File: src/rtl/mem_load_writer.sv
`default_nettype none
// ============================================================================
// Module   : mem_load_writer
// Brief    : 16x8 register-file memory loaded by an auto-incrementing burst
//            write engine, with a combinational read port.
// Revision : 1.0
// ============================================================================
module mem_load_writer #(
    parameter int ADDR_W = 4,
    parameter int DATA_W = 8
) (
    input  logic              clk,
    input  logic              reset_n,
    input  logic              start,
    input  logic [ADDR_W-1:0] start_addr,
    input  logic [ADDR_W:0]   length,
    input  logic              abort,
    input  logic              wr_valid,
    input  logic [DATA_W-1:0] wr_data,
    output logic              wr_ready,
    output logic              busy,
    output logic              done,
    output logic [ADDR_W:0]   wr_count,
    output logic [DATA_W-1:0] checksum,
    input  logic [ADDR_W-1:0] address,
    output logic [DATA_W-1:0] data
);

    localparam int              DEPTH   = 2 ** ADDR_W;
    localparam logic [ADDR_W:0] C_DEPTH = {1'b1, {ADDR_W{1'b0}}};
    localparam logic [ADDR_W:0] C_ONE   = {{ADDR_W{1'b0}}, 1'b1};

    typedef enum logic [1:0] {
        ST_IDLE = 2'd0,
        ST_LOAD = 2'd1,
        ST_DONE = 2'd2
    } state_t;

    state_t            r_state;
    state_t            w_next;
    logic [DATA_W-1:0] r_mem [DEPTH];
    logic [ADDR_W-1:0] r_ptr;
    logic [ADDR_W:0]   r_remaining;
    logic [ADDR_W:0]   r_wr_count;
    logic [DATA_W-1:0] r_checksum;
    logic [ADDR_W:0]   w_len_clamped;
    logic              w_xfer;
    logic              w_accept_start;

    assign w_xfer         = (r_state == ST_LOAD) && wr_valid;
    assign w_accept_start = (r_state == ST_IDLE) && start;
    assign w_len_clamped  = (length > C_DEPTH) ? C_DEPTH : length;

    always_ff @(posedge clk or negedge reset_n) begin
        if (!reset_n) begin
            r_state <= ST_IDLE;
        end else begin
            r_state <= w_next;
        end
    end

    // abort takes priority over completion, so an abort on the final byte
    // still writes it but suppresses the done pulse
    always_comb begin
        w_next = r_state;
        case (r_state)
            ST_IDLE: begin
                if (start) begin
                    w_next = (length != '0) ? ST_LOAD : ST_DONE;
                end
            end
            ST_LOAD: begin
                if (abort) begin
                    w_next = ST_IDLE;
                end else if (w_xfer && (r_remaining == C_ONE)) begin
                    w_next = ST_DONE;
                end
            end
            ST_DONE: w_next = ST_IDLE;
            default: w_next = ST_IDLE;
        endcase
    end

    always_ff @(posedge clk or negedge reset_n) begin
        if (!reset_n) begin
            for (int i = 0; i < DEPTH; i++) begin
                r_mem[i] <= '0;
            end
        end else if (w_xfer) begin
            r_mem[r_ptr] <= wr_data;
        end
    end

    always_ff @(posedge clk or negedge reset_n) begin
        if (!reset_n) begin
            r_ptr       <= '0;
            r_remaining <= '0;
            r_wr_count  <= '0;
            r_checksum  <= '0;
        end else if (w_accept_start) begin
            r_ptr       <= start_addr;
            r_remaining <= w_len_clamped;
            r_wr_count  <= '0;
            r_checksum  <= '0;
        end else if (w_xfer) begin
            r_ptr       <= r_ptr + 1'b1;
            r_remaining <= r_remaining - C_ONE;
            r_wr_count  <= r_wr_count + C_ONE;
            r_checksum  <= r_checksum + wr_data;
        end
    end

    assign wr_ready = (r_state == ST_LOAD);
    assign busy     = (r_state == ST_LOAD);
    assign done     = (r_state == ST_DONE);
    assign wr_count = r_wr_count;
    assign checksum = r_checksum;
    assign data     = r_mem[address];

endmodule
`default_nettype wire

File: config.mk
export PLATFORM = sky130hd
export DESIGN_NAME = mem_load_writer
export DESIGN_NICKNAME = d
export VERILOG_FILES = /design/src/rtl/mem_load_writer.sv
export SDC_FILE = /design/constraint.sdc
export NUM_CORES = 1
export LEC_CHECK = 0
export ABC_CLOCK_PERIOD_IN_PS = 4400
export BUFFER_PORTS_ARGS = -buffer_cell sky130_fd_sc_hd__buf_2
export CAP_MARGIN = 20
export CORE_MARGIN = 2
export CORE_UTILIZATION = 45
export DETAILED_ROUTE_END_ITERATION = 8
export PLACE_DENSITY = 0.61
export SYNTH_ARGS = -nofsm -noshare
export SYNTH_HDL_FRONTEND = slang
export SYNTH_SLANG_ARGS = --single-unit
File: constraint.sdc
create_clock -name clk -period 4.4 [get_ports clk]
set_input_delay 0.22 -clock clk [delete_from_list [all_inputs] [get_ports clk]]
set_output_delay 0.22 -clock clk [all_outputs]
set_load 0.03 [all_outputs]
==> flow_metrics.py <==
metrics = {
    "run_status": {
        "outcome": "completed",
    },
    "sta": {
        "fin_skew_ns": 0.009011,
        "fin_hold_ws_ns": 0.03315,
        "tightest_slew_ns": 0.9777,
        "fmax_mhz": 386.7,
        "timing.final.crit_share_pct": 58.78,
        "min_period_ns": 2.586,
        "setup_viol": 0,
        "rsz0062_at_grt": "false",
        "slew_headroom_pct": 34.82,
        "tns_ns": 0,
        "hold_violations": 0,
        "slew_violations": 0,
    },
    "clock_network": {
        "cts.sinks": 152,
        "cts_resized": 0,
        "cts_setup_buffers": 0,
        "htreeDepth": 4,
        "clk_pin_slew_ns": 0.06,
        "holdBufCountCts": 3,
        "cts_buffers": 17,
        "clk_latency_ns": 0.42,
        "cts-root-buf": "clkbuf_16",
        "clk_path_buf_depth": 2,
        "cts_tree": "done",
    },
    "pwr": {
        "p_leak_nw": 3.929,
        "powerDensity_nw_per_um2": 636.3,
        "irDropWorstVdd_uv": 335.3,
    },
    "yosys": {
        "ys_seq_elements": 152,
        "synth-edff-count": 0,
        "syn_area_um2": 7463,
        "synth.top_cell.area_share_pct": 50.96,
        "synth_top_area_cell": "dfrtp_1",
        "synth.net_count": 537,
        "syn_avg_cell_area_um2": 15.05,
        "synthFlopType": "dfrtp_1",
        "postSynthCellCount": 496,
        "yosys_warnings": 0,
        "ys_seq_area_share_pct": 50.96,
        "synthTopCellsByArea": "dfrtp_1, mux2_2, mux4_1, mux4_2, mux2_1",
        "ys_types": 47,
        "ys_async_sr_fraction_pct": 100.0,
    },
    "detailed_routing": {
        "routedWlPerCell_um": 21.32,
        "first_pass_iters": 6,
        "drt_iter0_drc": 293,
        "num_vias": 4399,
        "wl_um": 16590,
        "drc": 0,
        "ant_nets": 0,
        "routed_via_density": 5.654,
    },
    "floorplanning": {
        "num_rows": 47,
        "io_pins": 50,
        "die-area_um2": 17630,
        "die_w_um": 132.8,
        "fp.coreArea_um2": 16410,
        "initial_core_util_pct": 45.49,
        "die-height_um": 132.8,
    },
    "grt": {
        "grt_pass1_wl_um": 26720,
        "grt_max_degree": 58,
        "antenna_found_initial": 1,
        "grt_overflow": 0,
        "grt_pass1_vias": 4672,
        "grt_use_total_pct": 20.29,
    },
    "layout": {
        "nNetsFinal": 586,
        "syn_to_final_growth_pct": 13.71,
        "final_util_pct": 51.73,
        "final_cell_mix": "dfrtp_1, mux2_2, buf_2",
        "fill_cells": 1355,
        "num_antenna_cells": 0,
        "drive_gt1_share_pct": 38.35,
        "stdcell_count": 778,
        "final_common_cell": "dfrtp_1",
    },
    "setup_path": {
        "end_kind": "output port",
        "crit_fanout": 32,
        "rrSetupSlack_ns": 2.19,
        "critPathLaunchType": "input port",
        "critPathArrivalTime_ns": 2.37,
        "reg2reg_from": "r_state[1]",
        "ff2ff_path_depth": 5,
        "rr_endpoint": "r_mem[2]",
        "critPathKind": "in -> out",
        "crit_required_ns": 4.18,
    },
    "placement": {
        "placed_cells": 743,
        "io_buffers": 49,
        "place_congestion": 0.7873,
        "place_hpwl_um": 10580,
    },
    "hold_path": {
        "holdCritPathClass": "in -> reg",
        "hold_depth": 2,
        "hold_start": "start_addr[3]",
        "holdPathEnd": "r_ptr[3]",
    },
    "flow_run": {
        "maxCapViolations": 0,
    },
}
## stage by stage
stage	setup slack [ns]	cell area, um2	total power [mW]
after global placement	1.833	7848	3.857
after CTS	1.772	8487	5.445
after detailed placement	1.771	7848	3.930
after floorplan	2.423	7463	3.498
final	1.814	8487	5.400
after global routing	1.688	8487	5.721
## worst max path at each step
stage                           start           to  slack, ns  depth (start not counted)
after floorplan           checksum[1]  checksum[7]       2.42                          7
after global placement     address[0]      data[3]       1.83                          4
after detailed placement   address[0]      data[3]       1.77                          4
after CTS                  address[0]      data[3]       1.77                          4
after global routing       address[0]      data[3]       1.69                          4
final                      address[0]      data[3]       1.81                          4
## synth_stat cells, types with 2 or more instances
master    count
dfrtp_1     152
mux2_2       94
mux2_1       30
mux4_1       24
o21ai_0      23
nand2_1      21
mux4_2       16
ha_1         14
nor2_4       12
clkbuf_1     11
a21oi_1      10
nor2_1        9
xor2_1        9
inv_1         8
buf_2         5
nand2b_1      5
nand2_2       4
nand3_4       4
a22o_1        3
buf_4         3
nand3b_1      3
nor3_1        3
a211oi_1      2
a21o_1        2
a221o_1       2
buf_6         2
buf_8         2
nand4_1       2
nor2b_1       2
o21bai_1      2
## routing by layer
layer | GRT usage [%] | up-vias | routed length [um]
met3 | 4.483 | 26 | 750
li1 | - | 1960 | -
met2 | 32.53 | 110 | 7990
met1 | 27.57 | 2303 | 7502
met4 | 6.930 | 0 | 345
met5 | 0 | - | 0
## kinds of logic after synthesis
group	after synthesis	synth area share, %
xor gates and xnor gates	10	1.174
AOI/OAI and AO/OA	48	3.856
adders and majority gates	15	2.615
and+or+nand+nor	74	6.790
muxes	164	31.99
DFF	152	50.96
buffers and inverters	33	2.615
## sequential cells by signal, summed over array words and instances, names as in the netlist
| register | cells |
|---|---|
| r_mem | 128 |
| checksum | 8 |
| r_remaining | 5 |
| wr_count | 5 |
| r_ptr | 4 |
| r_state | 2 |
## area by class of cell
class                      count  area, um2  area share (%)
inverter                       8      30.03          0.3538
timing repair buffer          55      304.0           3.582
sequential                   152       3804           44.82
multi-input combinational    311       3465           40.82
clock buffer                  24      491.7           5.794
clock inverter                 8      117.6           1.386
tap                          220      275.3           3.243
## power by group
group | total (mW) | switching [mW] | internal, mW
logic | 1.61 | 0.784 | 0.822
clock network | 1.50 | 0.547 | 0.949
registers | 2.30 | 0.333 | 1.96
total | 5.40 | 1.66 | 3.74
## critical path, stage by stage
cell	delay (ns)
buf_2	0.73
mux4_1	0.67
mux4_2	0.53
buf_2	0.21
Note: power is estimated with default switching activity, not from simulation.
